**config.mk**
```make
export PLATFORM = sky130hd
export DESIGN_NAME = svc_rv_scoreboard
export DESIGN_NICKNAME = d
export VERILOG_FILES = /design/src/rtl/svc_rv_pkg.sv /design/src/rtl/svc_rv_sb_cnt.sv /design/src/rtl/svc_rv_scoreboard.sv
export SDC_FILE = /design/constraint.sdc
export NUM_CORES = 1
export LEC_CHECK = 0
export ABC_AREA = 1
export CAP_MARGIN = 20
export CORE_ASPECT_RATIO = 2
export CORE_MARGIN = 4
export CORE_UTILIZATION = 31
export DETAILED_ROUTE_END_ITERATION = 10
export GPL_ROUTABILITY_DRIVEN = 0
export SYNTH_ARGS = -nofsm -noshare
export SYNTH_HDL_FRONTEND = slang
export SYNTH_SLANG_ARGS = --single-unit
export TNS_END_PERCENT = 50
```
**constraint.sdc**
```tcl
create_clock -name clk -period 2 [get_ports clk]
set_clock_uncertainty 0.1 [all_clocks]
set_input_delay 0.2 -clock clk [delete_from_list [all_inputs] [get_ports clk]]
set_output_delay 0.2 -clock clk [all_outputs]
set_load 0.01 [all_outputs]
```
**src/rtl/svc_rv_pkg.sv**
```systemverilog
// Shared RV pipeline constants and register-index helpers.
package svc_rv_pkg;

  localparam int unsigned NUM_REGS  = 32;
  localparam int unsigned REG_IDX_W = 5;

  typedef logic [REG_IDX_W-1:0] reg_idx_t;
  typedef logic [NUM_REGS-1:0]  reg_vec_t;

  // True when idx selects architectural register r; x0 never matches.
  function automatic logic reg_sel(input reg_idx_t idx, input int unsigned r);
    return (r != 0) && (idx == reg_idx_t'(r));
  endfunction

endpackage

```
**src/rtl/svc_rv_sb_cnt.sv**
```systemverilog
// Per-register outstanding-write counter for the hazard scoreboard.
// Saturates at both ends; a decrement at zero is reported as underflow.
module svc_rv_sb_cnt
  import svc_rv_pkg::*;
#(
  parameter int unsigned CNT_W = 2
) (
  input  logic clk_i,
  input  logic rst_i,
  input  logic clr_i,
  input  logic inc_i,
  input  logic dec_i,
  output logic zero_o,
  output logic one_o,
  output logic max_o,
  output logic underflow_o
);

  localparam logic [CNT_W-1:0] CntOne = CNT_W'(1);
  localparam logic [CNT_W-1:0] CntMax = '1;

  logic [CNT_W-1:0] cnt_q, cnt_d;

  assign zero_o = (cnt_q == '0);
  assign one_o  = (cnt_q == CntOne);
  assign max_o  = (cnt_q == CntMax);

  // A retire dropped by a simultaneous flush is not an error.
  assign underflow_o = dec_i & ~clr_i & zero_o;

  // Next count: clear wins, matched inc/dec cancel, both ends saturate.
  always_comb begin
    cnt_d = cnt_q;
    if (clr_i) begin
      cnt_d = '0;
    end else if (inc_i && !dec_i && !max_o) begin
      cnt_d = cnt_q + CntOne;
    end else if (dec_i && !inc_i && !zero_o) begin
      cnt_d = cnt_q - CntOne;
    end
  end

  // Count register with synchronous reset.
  always_ff @(posedge clk_i) begin
    if (rst_i) begin
      cnt_q <= '0;
    end else begin
      cnt_q <= cnt_d;
    end
  end

endmodule

```
**src/rtl/svc_rv_scoreboard.sv**
```systemverilog
// Producer-side hazard tracker beside the ID stage. Records destination registers of
// in-flight instructions whose results cannot be forwarded, from issue until writeback,
// and stalls ID while it reads one of them or would overflow a counter.
module svc_rv_scoreboard
  import svc_rv_pkg::*;
#(
  parameter int unsigned FWD    = 0,
  parameter int unsigned BYPASS = 1,
  parameter int unsigned CNT_W  = 2
) (
  input  logic                 clk,
  input  logic                 rst,
  input  logic [REG_IDX_W-1:0] rs1_id,
  input  logic [REG_IDX_W-1:0] rs2_id,
  input  logic                 rs1_used_id,
  input  logic                 rs2_used_id,
  input  logic [REG_IDX_W-1:0] rd_id,
  input  logic                 reg_write_id,
  input  logic                 is_long_id,
  input  logic                 issue_id,
  input  logic                 flush_id,
  input  logic [REG_IDX_W-1:0] rd_wb,
  input  logic                 retire_wb,
  input  logic                 flush_all,
  output logic                 stall_id,
  output logic [NUM_REGS-1:0]  pending,
  output logic                 busy,
  output logic                 err
);

  localparam logic TrackAll = (FWD == 0);
  localparam logic Bypass   = (BYPASS != 0);

  logic     track, ret;
  logic     hit1, hit2, full;
  logic     err_q;
  reg_vec_t zero_vec, one_vec, max_vec, uflow_vec;

  assign track = issue_id & ~flush_id & reg_write_id & (rd_id != '0) & (TrackAll | is_long_id);
  assign ret   = retire_wb & (rd_wb != '0);

  // x0 is hardwired: never pending, never full, never underflows.
  assign zero_vec[0]  = 1'b1;
  assign one_vec[0]   = 1'b0;
  assign max_vec[0]   = 1'b0;
  assign uflow_vec[0] = 1'b0;

  for (genvar r = 1; r < NUM_REGS; r++) begin : g_cnt
    svc_rv_sb_cnt #(
      .CNT_W(CNT_W)
    ) u_cnt (
      .clk_i      (clk),
      .rst_i      (rst),
      .clr_i      (flush_all),
      .inc_i      (track & reg_sel(rd_id, r)),
      .dec_i      (ret & reg_sel(rd_wb, r)),
      .zero_o     (zero_vec[r]),
      .one_o      (one_vec[r]),
      .max_o      (max_vec[r]),
      .underflow_o(uflow_vec[r])
    );
  end

  // With write-through, the last outstanding write retiring this cycle releases the reader.
  assign hit1 = rs1_used_id & (rs1_id != '0) & ~zero_vec[rs1_id]
              & ~(Bypass & ret & (rd_wb == rs1_id) & one_vec[rs1_id]);
  assign hit2 = rs2_used_id & (rs2_id != '0) & ~zero_vec[rs2_id]
              & ~(Bypass & ret & (rd_wb == rs2_id) & one_vec[rs2_id]);

  // Holding back a writer to a saturated counter guarantees no overflow.
  assign full = reg_write_id & (rd_id != '0) & max_vec[rd_id] & ~(ret & (rd_wb == rd_id));

  assign stall_id = hit1 | hit2 | full;
  assign pending  = ~zero_vec;
  assign busy     = |pending;
  assign err      = err_q;

  // Sticky underflow flag; only reset clears it.
  always_ff @(posedge clk) begin
    if (rst) begin
      err_q <= 1'b0;
    end else if (|uflow_vec) begin
      err_q <= 1'b1;
    end
  end

endmodule

```
==> flow_summary.json, run 1 <==
{
  "reg2reg_to": "g_cnt[15].u_cnt.cnt_q[0]",
  "synth_area_leaders": "dfxtp_1 17%, nand2_1 16%, ha_1 15%",
  "cpMaxStageDelayCell": "dfxtp_2",
  "cp-end-kind": "primary output",
  "clockPowerShare_pct": 44.0,
  "hold_slack_ps": 393,
  "synthCells": 1322,
  "layout_setup_ws_ps": -244,
  "combPwrFrac_pct": 22.4,
  "drt_pass1_iterations": 7,
  "power_mw": 3.75,
  "period_share_pct": 112,
  "ctsHoldBuffers": 0,
  "initial_core_util_pct": 31.7,
  "layout_common_cells": "319 x nand2_1, 292 x buf_4, 185 x inv_1",
  "ys_seq_area_share_pct": 16.6,
  "highest_layer": "met4",
  "clkTransAtPathRegs_ps": 60,
  "synth_cell_types": 35,
  "final_core_util_pct": 48.3,
  "rows": 80,
  "wl_um": 35700,
  "drc": 0,
  "endpoint": "stall_id",
  "drt.antenna.violating_nets": 0,
  "finalHoldViolations": 0,
  "r2r_slack_ps": 100,
  "critPathLaunch": "g_cnt[23].u_cnt.cnt_q[1]",
  "first_global_vias": 9782,
  "seq_area_um2": 1310,
  "min_period_ps": 2240,
  "synth_top_area_share_pct": 16.6,
  "seq_power_share_pct": 33.5,
  "cp_data_required_time_ps": 1700,
  "dieArea_um2": 27300,
  "clockBufferDepth": 2,
  "die_w_um": 119,
  "grt_overflow": 0,
  "vias": 9934,
  "placedInstanceArea_um2": 10800,
  "p_switching_mw": 1.14,
  "cts_made_buffers": 9,
  "ys_warn_count": 0,
  "drv_slew": 0,
  "core-area_um2": 24000,
  "cts_sinks": 63,
  "nFillCells": 2486,
  "portBuffers": 62,
  "initialDrtViolationCount": 629,
  "layout-drive-gt1-share_pct": 30.3,
  "cts_root_buf": "clkbuf_16",
  "crit_chain": "inv_1, ha_2, inv_2, buf_12, nand2_1, nand3_1, nand2_1, nand2_1, nand3_1, nand2_1, nor2_1, nor2_1, nand2_1, nand3_2, buf_6",
  "synthToLayoutAreaGrowth_pct": 52.5,
  "track_usage_pct": 25.8,
  "worst-path-stages": 15,
  "layoutNonFillerInstCount": 1956,
  "wl_met3_um": 1890,
  "status": "finished, violations left",
  "swShare_pct": 30.4,
  "synth-seq-cells": 63,
  "fin_nets": 1787,
  "internal_power_mw": 2.62,
  "placed_cells": 1926,
  "wl_per_cell_um": 18.2,
  "r2r_start": "g_cnt[15].u_cnt.cnt_q[0]",
  "cp-start-kind": "flip-flop",
  "vdd_drop_max_mv": 0.292,
  "grt_pass1_wl_um": 53300,
  "setup_tns_ps": -409,
  "slowest_delay_ps": 330,
  "multi_input_area_um2": 5620,
  "synth_area_um2": 7610,
  "drt-met1-wl_um": 11500,
  "clk_latency_ps": 360,
  "drv_cap": 0,
  "pre_cts_slack_ps": -837,
  "routed_via_density": 5.08,
  "cp_common_cell": "nand2_1",
  "syn-num-nets": 1445,
  "antenna_found_initial": 0,
  "grt_setup_unrepaired": "true",
  "htree_num_levels": 3,
  "setup_viol": 2,
  "avgSynthCellArea_um2": 5.76,
  "cellPowerDensity_nw_per_um2": 324,
  "crit_fanout": 3,
  "fin_area_um2": 11600,
  "num_antenna_cells": 0,
  "dp_hpwl_um": 29000,
  "reg2reg_depth": 9,
  "violations": "setup timing",
  "die_height_um": 230,
  "worst-path-buf-inv": 4,
  "tritoncts": "yes",
  "wl_met2_um": 17400,
  "cp_top_family": "simple AND/OR/NAND/NOR gates",
  "layout_commonest_cell": "nand2_1",
  "max_freq_mhz": 446,
  "leakage_nw": 5.76,
  "grt_max_degree": 34,
  "hold_class": "reg -> reg",
  "synth_top_area_cell": "dfxtp_1",
  "worstSetupPathType": "reg -> out",
  "io_pins": 65,
  "cp.arrival_ps": 1940
}
layout make-up:
type                            instances  share of cell area (%)
Inverter                              226                    7.46
Sequential cell                        63                    11.3
Tap cell                              287                    3.09
Clock buffer                           10                    2.06
Timing Repair Buffer                  373                    27.1
Clock inverter                          6                   0.517
Multi-Input combinational cell        991                    48.4
sequential cells by signal (all words and copies together) (netlist names):
name	cells
g_cnt.u_cnt.cnt_q	62
err	1
cells by family after synthesis:
family          count (synthesis)  share of synthesized area, %
flops                          63                          16.6
xor+xnor                       15                          1.73
simple gates                  781                          45.7
buf+inv                       268                          13.8
compound gates                101                          6.84
fa+ha+maj                      93                          15.3
other cells                     1                        0.0493
Yosys cell counts:
library cell,n
a21oi_1,43
conb_1,1
inv_2,4
nand2_4,3
buf_1,1
nor2_1,181
inv_1,217
inv_4,3
o21ai_0,41
nand3_4,1
nand2_8,1
nand3b_1,2
o21ai_1,11
nand3_2,12
o211ai_1,4
nand2_1,324
buf_2,9
nand3_1,173
nor2_2,3
ha_1,93
buf_6,2
o21bai_1,1
xnor2_1,10
nand4_1,45
clkinv_1,2
buf_4,3
nor3_1,19
nand2_2,11
xor2_1,5
nor4_1,3
clkbuf_1,27
nor2_4,2
and3_1,1
a22oi_1,1
dfxtp_1,63
per-layer routing:
metal	vias to the layer above	global-route usage (%)
li1	4863	-
met1	4460	24.0
met2	437	45.4
met3	174	3.36
met4	0	27.9
met5	-	0
how the worst min path moves through the flow:
stage	startpoint	endpoint	slack [ps]	cells past startpoint
5_1_grt	g_cnt[18].u_cnt.cnt_q[1]	g_cnt[18].u_cnt.cnt_q[1]	420	2
2_1_floorplan	rst	err	270	2
3_5_place_dp	g_cnt[9].u_cnt.cnt_q[1]	g_cnt[9].u_cnt.cnt_q[1]	400	2
6_report	g_cnt[12].u_cnt.cnt_q[1]	g_cnt[12].u_cnt.cnt_q[1]	390	2
4_1_cts	g_cnt[12].u_cnt.cnt_q[1]	g_cnt[12].u_cnt.cnt_q[1]	400	2
3_3_place_gp	g_cnt[30].u_cnt.cnt_q[1]	g_cnt[30].u_cnt.cnt_q[1]	390	2
worst register-to-register path: cells and delay by family, from the launching register on:
family / cells / cell delay, ps
AOI/OAI and AO/OA: 2 / 230
buffers and inverters: 3 / 400
DFF: 1 / 350
adders and majority gates: 1 / 210
and+or+nand+nor: 3 / 540
power groups by stage:
stage / Clock (mW) / Combinational [mW] / Sequential [mW]
floorplan: 0 / 0.391 / 1.29
global placement: 0 / 0.791 / 1.29
detailed placement: 0 / 0.795 / 1.29
CTS: 1.67 / 0.804 / 1.26
global route: 1.72 / 0.901 / 1.26
finish: 1.65 / 0.841 / 1.26
what timing repair did:
action                                  in CTS  in global routing
gates cloned                                 0                  1
pin swaps                                   10                 12
setup buffers                               10                  3
endpoints found under the setup margin      94                 58
gates resized for setup                    145                 72
(Power assumes the default switching activity.)
==> run 2: changes to the inputs <==
--- a/config.mk
+++ b/config.mk
@@ -6,7 +6,6 @@
 export NUM_CORES = 1
 export LEC_CHECK = 0
 export ABC_AREA = 1
-export CAP_MARGIN = 20
 export CORE_ASPECT_RATIO = 2
 export CORE_MARGIN = 4
 export CORE_UTILIZATION = 31
==> results of run 2 <==
Final layout, timing and power as in run 1 (identical DEF).
==> run 3: changes to the inputs <==
--- a/config.mk
+++ b/config.mk
@@ -6,6 +6,7 @@
 export NUM_CORES = 1
 export LEC_CHECK = 0
 export ABC_AREA = 1
+export CAP_MARGIN = 20
 export CORE_ASPECT_RATIO = 2
 export CORE_MARGIN = 4
 export CORE_UTILIZATION = 31
==> results of run 3 <==
Final layout, timing and power as in run 1 (identical DEF).
